File: src/rtl/evo_pmux_seq_pkg.sv
// Shared types for the pmux CSR command sequencer.
// Holds the FSM state encoding, the response status codes and the register-select bit positions.
// No logic lives here.
package evo_pmux_seq_pkg;

  // Sequencer states
  typedef enum logic [2:0] {
    ST_IDLE,
    ST_WPTR,
    ST_WREG,
    ST_RREQ,
    ST_RWAIT,
    ST_RESP
  } seq_state_t;

  // Response status codes driven on rsp_err
  typedef enum logic [1:0] {
    ERR_OK       = 2'd0,
    ERR_MISMATCH = 2'd1,
    ERR_TIMEOUT  = 2'd2,
    ERR_BAD_IDX  = 2'd3
  } seq_err_t;

  // Bit positions inside cmd_mask / pending mask
  localparam int SEL_DIR = 0;
  localparam int SEL_OUT = 1;
  localparam int SEL_EN  = 2;

endpackage

File: src/rtl/evo_pmux_cfg_seq.sv
// Programs one pmux slot: writes WRADR, then DIR/OUT/EN as selected, and optionally reads them back to verify.
// Latency: with no stalls and all three registers selected, the writes occur 1..4 cycles after accept and the response follows in the next cycle.
// Backpressure: cmd_ready is high only in IDLE; waitrequest holds the current strobe, address and data stable.
module evo_pmux_cfg_seq
  import evo_pmux_seq_pkg::*;
#(
  parameter int CSR_AWIDTH  = 4,
  parameter int CSR_DWIDTH  = 32,
  parameter int PORT_DWIDTH = 32,
  parameter int MUX_WIDTH   = 16,
  parameter int WRADR_ADDR  = 2,
  parameter int DIR_ADDR    = 3,
  parameter int OUT_ADDR    = 4,
  parameter int EN_ADDR     = 5,
  parameter int RD_TIMEOUT  = 16
) (
  input  logic                   clk,
  input  logic                   rst,
  input  logic                   cmd_valid,
  output logic                   cmd_ready,
  input  logic [3:0]             cmd_idx,
  input  logic [2:0]             cmd_mask,
  input  logic                   cmd_verify,
  input  logic [PORT_DWIDTH-1:0] cmd_dir,
  input  logic [PORT_DWIDTH-1:0] cmd_out,
  input  logic [PORT_DWIDTH-1:0] cmd_en,
  output logic                   rsp_valid,
  output logic [1:0]             rsp_err,
  output logic                   busy,
  output logic [CSR_AWIDTH-1:0]  avm_csr_address,
  output logic                   avm_csr_write,
  output logic [CSR_DWIDTH-1:0]  avm_csr_writedata,
  output logic                   avm_csr_read,
  input  logic [CSR_DWIDTH-1:0]  avm_csr_readdata,
  input  logic                   avm_csr_readdatavalid,
  input  logic                   avm_csr_waitrequest
);

  localparam int TW = $clog2(RD_TIMEOUT + 1);

  seq_state_t             r_state;
  seq_state_t             w_state_nxt;
  seq_err_t               r_err;
  seq_err_t               w_err_nxt;
  logic [3:0]             r_idx;
  logic [2:0]             r_mask;
  logic [2:0]             r_pend;
  logic                   r_verify;
  logic [PORT_DWIDTH-1:0] r_dir;
  logic [PORT_DWIDTH-1:0] r_out;
  logic [PORT_DWIDTH-1:0] r_en;
  logic [TW-1:0]          r_tmo;

  logic [2:0]             w_sel;
  logic [2:0]             w_rem;
  logic [CSR_AWIDTH-1:0]  w_sel_addr;
  logic [PORT_DWIDTH-1:0] w_sel_val;
  logic                   w_match;
  logic                   w_tmo_hit;

  // One-hot of the lowest pending register, DIR first, then OUT, then EN
  function automatic logic [2:0] f_lowest(input logic [2:0] pend);
    logic [2:0] sel;
    sel = '0;
    if (pend[SEL_DIR])      sel[SEL_DIR] = 1'b1;
    else if (pend[SEL_OUT]) sel[SEL_OUT] = 1'b1;
    else if (pend[SEL_EN])  sel[SEL_EN]  = 1'b1;
    return sel;
  endfunction

  assign w_sel     = f_lowest(r_pend);
  assign w_rem     = r_pend & ~w_sel;
  assign w_match   = (avm_csr_readdata[PORT_DWIDTH-1:0] == w_sel_val);
  assign w_tmo_hit = (r_tmo == TW'(RD_TIMEOUT - 1));

  // Address and captured value of the currently selected register
  always_comb begin
    w_sel_addr = CSR_AWIDTH'(EN_ADDR);
    w_sel_val  = r_en;
    if (w_sel[SEL_DIR]) begin
      w_sel_addr = CSR_AWIDTH'(DIR_ADDR);
      w_sel_val  = r_dir;
    end else if (w_sel[SEL_OUT]) begin
      w_sel_addr = CSR_AWIDTH'(OUT_ADDR);
      w_sel_val  = r_out;
    end
  end

  // State register
  always_ff @(posedge clk or posedge rst) begin
    if (rst) r_state <= ST_IDLE;
    else     r_state <= w_state_nxt;
  end

  // Next-state and next-status selection
  always_comb begin
    w_state_nxt = r_state;
    w_err_nxt   = r_err;
    case (r_state)
      ST_IDLE: begin
        if (cmd_valid) begin
          if (int'(cmd_idx) >= MUX_WIDTH) begin
            w_state_nxt = ST_RESP;
            w_err_nxt   = ERR_BAD_IDX;
          end else if (cmd_mask == 3'b000) begin
            w_state_nxt = ST_RESP;
            w_err_nxt   = ERR_OK;
          end else begin
            w_state_nxt = ST_WPTR;
          end
        end
      end
      ST_WPTR: if (!avm_csr_waitrequest) w_state_nxt = ST_WREG;
      ST_WREG: begin
        if (!avm_csr_waitrequest && w_rem == 3'b000) begin
          if (r_verify) begin
            w_state_nxt = ST_RREQ;
          end else begin
            w_state_nxt = ST_RESP;
            w_err_nxt   = ERR_OK;
          end
        end
      end
      ST_RREQ: if (!avm_csr_waitrequest) w_state_nxt = ST_RWAIT;
      ST_RWAIT: begin
        if (avm_csr_readdatavalid) begin
          if (!w_match) begin
            w_state_nxt = ST_RESP;
            w_err_nxt   = ERR_MISMATCH;
          end else if (w_rem == 3'b000) begin
            w_state_nxt = ST_RESP;
            w_err_nxt   = ERR_OK;
          end else begin
            w_state_nxt = ST_RREQ;
          end
        end else if (w_tmo_hit) begin
          w_state_nxt = ST_RESP;
          w_err_nxt   = ERR_TIMEOUT;
        end
      end
      ST_RESP: w_state_nxt = ST_IDLE;
      default: w_state_nxt = ST_IDLE;
    endcase
  end

  // Command capture, pending-mask bookkeeping and read timeout counter
  always_ff @(posedge clk or posedge rst) begin
    if (rst) begin
      r_err    <= ERR_OK;
      r_idx    <= '0;
      r_mask   <= '0;
      r_pend   <= '0;
      r_verify <= 1'b0;
      r_dir    <= '0;
      r_out    <= '0;
      r_en     <= '0;
      r_tmo    <= '0;
    end else begin
      r_err <= w_err_nxt;
      case (r_state)
        ST_IDLE: begin
          if (cmd_valid) begin
            r_idx    <= cmd_idx;
            r_mask   <= cmd_mask;
            r_pend   <= cmd_mask;
            r_verify <= cmd_verify;
            r_dir    <= cmd_dir;
            r_out    <= cmd_out;
            r_en     <= cmd_en;
          end
        end
        ST_WREG: begin
          // The last write reloads the pending set so readback walks the same registers
          if (!avm_csr_waitrequest)
            r_pend <= (w_rem == 3'b000 && r_verify) ? r_mask : w_rem;
        end
        ST_RREQ: begin
          if (!avm_csr_waitrequest) r_tmo <= '0;
        end
        ST_RWAIT: begin
          r_tmo <= r_tmo + 1'b1;
          if (avm_csr_readdatavalid && w_match) r_pend <= w_rem;
        end
        default: ;
      endcase
    end
  end

  // Bus strobes and handshake outputs decoded from the current state
  always_comb begin
    cmd_ready         = (r_state == ST_IDLE);
    busy              = (r_state != ST_IDLE);
    rsp_valid         = (r_state == ST_RESP);
    rsp_err           = (r_state == ST_RESP) ? r_err : ERR_OK;
    avm_csr_address   = '0;
    avm_csr_write     = 1'b0;
    avm_csr_writedata = '0;
    avm_csr_read      = 1'b0;
    case (r_state)
      ST_WPTR: begin
        avm_csr_write     = 1'b1;
        avm_csr_address   = CSR_AWIDTH'(WRADR_ADDR);
        avm_csr_writedata = CSR_DWIDTH'(r_idx);
      end
      ST_WREG: begin
        avm_csr_write     = 1'b1;
        avm_csr_address   = w_sel_addr;
        avm_csr_writedata = CSR_DWIDTH'(w_sel_val);
      end
      ST_RREQ: begin
        avm_csr_read    = 1'b1;
        avm_csr_address = w_sel_addr;
      end
      default: ;
    endcase
  end

endmodule

File: config.mk
export PLATFORM = sky130hd
export DESIGN_NAME = evo_pmux_cfg_seq
export DESIGN_NICKNAME = d
export VERILOG_FILES = /design/src/rtl/evo_pmux_seq_pkg.sv /design/src/rtl/evo_pmux_cfg_seq.sv
export SDC_FILE = /design/constraint.sdc
export NUM_CORES = 1
export LEC_CHECK = 0
export CAP_MARGIN = 20
export CORE_ASPECT_RATIO = 0.5
export CORE_MARGIN = 2
export CORE_UTILIZATION = 49
export CTS_CLUSTER_SIZE = 16
export DETAILED_ROUTE_END_ITERATION = 16
export PLACE_DENSITY_LB_ADDON = 0.3
export SLEW_MARGIN = 30
export SYNTH_ARGS = -nofsm -noshare
export SYNTH_HDL_FRONTEND = slang
export SYNTH_SLANG_ARGS = --single-unit
File: constraint.sdc
create_clock -name clk -period 5.1 [get_ports clk]
set_input_delay 1.275 -clock clk [delete_from_list [all_inputs] [get_ports clk]]
set_output_delay 1.275 -clock clk [all_outputs]
set_load 0.02 [all_outputs]
**Word level (Yosys, flattened, before mapping)**

Cells that the tools add are included.

- Flip-flop bits (word level): 117
- Bits of input ports: 141
- Output and inout bits: 43

- Add/sub/neg operators: 1
- Eq/ne operators: 17
- Mux-type cells: 41
- Bitwise logic cells: 2
- Reduce and logical (&&, ||, !) cells: 17

Operator list:

| operator | count |
|---|---|
| 32-bit two-way mux | 2 |
| 32-bit one-hot mux with 2 select lines | 1 |
| 3-bit two-way mux | 15 |
| 32-bit == test | 1 |
| 2-bit two-way mux | 10 |
| 3-bit one-hot mux with 5 select lines | 1 |
| 2-bit != test (second input constant) | 7 |
| 5-bit one-hot mux with 2 select lines | 1 |
| 3-bit zero test | 3 |
| 3-bit one-hot mux with 3 select lines | 1 |
| 4-bit one-hot mux with 2 select lines | 1 |
| 1-bit two-way mux | 7 |
| 7-bit AND reduction | 1 |
| 3-bit by 2-bit == test with 1-bit output (second input constant) | 2 |
| 3-bit == test (second input constant) | 2 |
| 2-bit one-hot mux with 3 select lines | 1 |
| 3-bit nonzero test | 2 |
| 5-bit by 1-bit adder with 5-bit output (second input constant) | 1 |
| 5-bit by 4-bit == test with 1-bit output (second input constant) | 1 |
| 5-bit two-way mux | 1 |
| 5-bit AND reduction | 1 |
| 4-bit != test (second input constant) | 1 |
| 2-bit AND reduction | 2 |
| 4-bit AND reduction | 1 |
| 9 further kinds | 12 |

**Longest topological paths before layout**

- Word-level depth: 10
- Mapped depth: 10
- Depth with buffers taken out: 9

**Worst setup path after synthesis**

OpenSTA, ideal clock, no wires.

- Path type: flip-flop to output port
- From: register r_state[0]
- To: output avm_csr_writedata[10]
- Data arrival time: 1.589 ns
- Data required time: 3.825 ns
- Path slack: 2.236 ns
- Stages on the path, launching flop included: 7
- Path buffers: 3
- Cells stage by stage: dfrtp_1 clkbuf_1 inv_1 nand2_1 clkbuf_1 buf_1 nor2_1

- Longest elaborated chain between the ends: 2
- Elaborated cells between the ends (all ways): 3
- Those cells by class: eq/ne: 2; mux: 1

RTL lines:

| item | RTL line | source |
|---|---|---|
| start: declaration | evo_pmux_cfg_seq.sv:41 | `seq_state_t r_state;` |
| start signal: assignment | evo_pmux_cfg_seq.sv:92 | `else r_state <= w_state_nxt;` |
| 3-bit by 2-bit == test with 1-bit output or 3-bit by 1-bit == test with 1-bit output (tied branches) | evo_pmux_cfg_seq.sv:199 | `case (r_state)` |
| 32-bit one-hot mux with 2 select lines (*) | evo_pmux_cfg_seq.sv:199 |  |
| end: declaration | evo_pmux_cfg_seq.sv:32 | `output logic [CSR_DWIDTH-1:0] avm_csr_writedata,` |

Mark *: on every way between the ends. The rest lies on a longest branch, timed or not.

**Final worst setup path**

- From: register r_pend[0]
- To: output avm_csr_writedata[21]

- Longest elaborated chain between the ends: 4
- Elaborated cells between the ends (all ways): 5
- Those cells by class: mux: 5

RTL lines:

| item | RTL line | source |
|---|---|---|
| start: declaration | evo_pmux_cfg_seq.sv:47 | `logic [2:0] r_pend;` |
| start signal: assignment | evo_pmux_cfg_seq.sv:165 | `r_pend <= cmd_mask;` |
| start signal: assignment | evo_pmux_cfg_seq.sv:175 | `r_pend <= (w_rem == 3'b000 && r_verify) ? r_mask : w_rem;` |
| start signal: assignment | evo_pmux_cfg_seq.sv:182 | `if (avm_csr_readdatavalid && w_match) r_pend <= w_rem;` |
| 2-bit two-way mux | evo_pmux_cfg_seq.sv:65 | `if (pend[SEL_DIR]) sel[SEL_DIR] = 1'b1;` |
| 32-bit two-way mux | evo_pmux_cfg_seq.sv:83 | `end else if (w_sel[SEL_OUT]) begin` |
| 32-bit two-way mux (*) | evo_pmux_cfg_seq.sv:80 | `if (w_sel[SEL_DIR]) begin` |
| 32-bit one-hot mux with 2 select lines (*) | evo_pmux_cfg_seq.sv:199 |  |

Marks and branches as above.

==> impl_metrics.ini <==
[status]
status = complete, no violations

[setup_path]
setup.worst_path.end_class = output port
worstPathMaxFanout = 42
cp-start-kind = register
slowest_stage = clkdlybuf4s50_1
crit_chain = inv_2 > buf_4 > a21oi_1 > nor2_1 > clkdlybuf4s50_1
cp_slowest_stage_delay_ns = 0.64
criticalPathCategory = register to output port
cp.required_ns = 3.83
critical_path_buf_inv_count = 3
cpLargestDelayFamily = buffers and inverters
critPathArrivalTime_ns = 2.69

[timing]
finalSetupTns_ns = 0
max_freq_mhz = 252
tightest_slew_ns = 0.795
timing.final.crit_share_pct = 77.8
period_needed_ns = 3.97
relSlewSlack_pct = 46.9
drv_slew = 0
final-hold-violation-count = 0
rsz0062_at_grt = false
fin_worst_skew_ns = 0.0124
setup_viol = 0

[global_route]
first_global_vias = 5536
grt_max_degree = 71
grt_antenna_before_repair = 0
grt_pass1_wl_um = 27900
overflow = 0
grtUsageTotal_pct = 24.7

[clock_network]
root_buffer = clkbuf_16
cts_buffers = 17
htree_levels = 4
cts_sinks = 117
postCtsSetupRepairBufs = 0
clkLatencyLatePin_ns = 0.40
cts_tree = done
clk_pin_slew_ns = 0.05
cts_hold_buffers = 0
clockBufferDepth = 2
cts_resized = 0

[die]
die_x_um = 169
core_um2 = 13400
dieArea_um2 = 14600
die-height_um = 86.6
io_pins = 184
start_util_pct = 49.7
rows = 30

[routing]
firstDrtPassIters = 5
drt-vias-per-instance = 5.65
wl_per_cell_um = 18.4
first_iter_violations = 316
num_vias = 5433
drcViolationCount = 0
final_antenna_net_count = 0
drt-total-wl_um = 17700

[min_path]
hold_path_class = register to register

[finish]
syn_to_final_growth_pct = 36.6
finalNetCount = 918
design_area_um2 = 9120
layout_commonest_cell = clkdlybuf4s50_1
layout_common_cells = 182 x clkdlybuf4s50_1, 125 x mux2_2, 115 x dfrtp_1
layout-drive-gt1-share_pct = 23.4
diodes = 0
instances_no_fill = 961

[place]
post-dp-hpwl_um = 12500
place_congestion = 0.882
port_buffers = 182
dpl_cell_area_um2 = 8570
post-place-cells = 932

[logic_synthesis]
synth_xor_area_share_pct = 0
synth_top_area_share_pct = 43.8
yosys.area_share.simple_pct = 11.7
synth_fp_nets = 751
postSynth.asyncResetShare_pct = 100
netlist_area_um2 = 6680
synth_edf_count = 0
synth-main-ff-cell = dfrtp_1
post-synth-top-area-cell = dfrtp_1
synth_top_family_by_area = multiplexers
avgSynthCellArea_um2 = 11.0
synth.distinct_cells = 50
synth_compound_area_share_pct = 16.3
synthAdderAreaFrac_pct = 0.524
seq_area_frac_synth_pct = 43.8
ys_top_cells_by_area = dfrtp_1 44%, mux2_2 21%, o211a_1 4.2%
ys_warn_count = 0
synth_mux_area_share_pct = 23.8
netlist_instances = 608
ys_seq_elements = 117

[power_and_ir_drop]
powerDensity_nw_per_um2 = 609
power_mw = 5.56
power_leakage_nw = 3.81
irDropWorstVdd_mv = 0.319

[flow_run]
drv_cap = 0
## logic make-up (layout without fill, tap and decap cells)
logic type	after synthesis	count (layout)
and+or+nand+nor	149	149
buffers and inverters	48	225
AOI/OAI and AO/OA	151	151
adders and majority gates	3	3
DFF	117	117
other	1	1
muxes	139	139
## metal layers
metal,up-vias,share of wire [%],track usage [%]
li1,2574,-,-
met2,159,48,41.5
met3,13,5.3,5.98
met1,2687,45,32.4
met4,0,1.0,6.99
met5,-,0,0
## flip-flops by register name, summed over array words and instances, names as in the netlist
signal / flops
r_state: 3
r_dir: 32
r_mask: 3
r_verify: 1
r_tmo: 5
r_pend: 3
r_out: 32
r_idx: 4
r_en: 32
r_err: 2
## final cells by class
cell class | instances | area [um2]
Clock buffer | 20 | 467
Clock inverter | 9 | 81.3
Fill cell | 1037 | 4310
Inverter | 6 | 25.0
Multi-Input combinational cell | 443 | 3500
Sequential cell | 117 | 2930
Tap cell | 176 | 220
Timing Repair Buffer | 190 | 1890
## per-stage QoR
step                worst slack, ns  util, %  hold slack, ns
detailed placement             1.45     63.8           0.490
floorplan                     0.724        -           0.443
global route                  0.986     67.9           0.519
global placement               1.42     63.8           0.473
finish                         1.13     67.9           0.502
CTS                            1.06     67.9           0.502
## synthesized netlist by cell type (9+ instances only)
library cell and number:
a211oi_1 25, a21oi_1 35, and2_1 31, clkbuf_1 21, dfrtp_1 117, mux2_2 125, mux2_4 9, nand2_1 21
nand2b_1 21, nor2_1 43, o211a_1 28, o21ai_0 19, o22ai_1 14
## path summary, 6_finish.rpt
kind	startpoint	end	slack, ns	depth (start not counted)
min	r_en[14]	r_en[14]	0.50	1
max	r_pend[0]	avm_csr_writedata[21]	1.13	5
min reg2reg	r_en[14]	r_en[14]	0.50	1
max reg2reg	r_pend[1]	r_pend[1]	1.82	8
min in group asynchronous	rst	r_mask[0]	1.37	2
max in group asynchronous	rst	r_en[1]	2.80	3
## power by group
| group | internal, mW | switching (mW) | total, mW |
|---|---|---|---|
| combinational | 1.40 | 1.25 | 2.65 |
| clock | 0.697 | 0.419 | 1.12 |
| sequential | 1.40 | 0.390 | 1.79 |
| total | 3.50 | 2.06 | 5.56 |
Power figures use the tool's default switching activity.
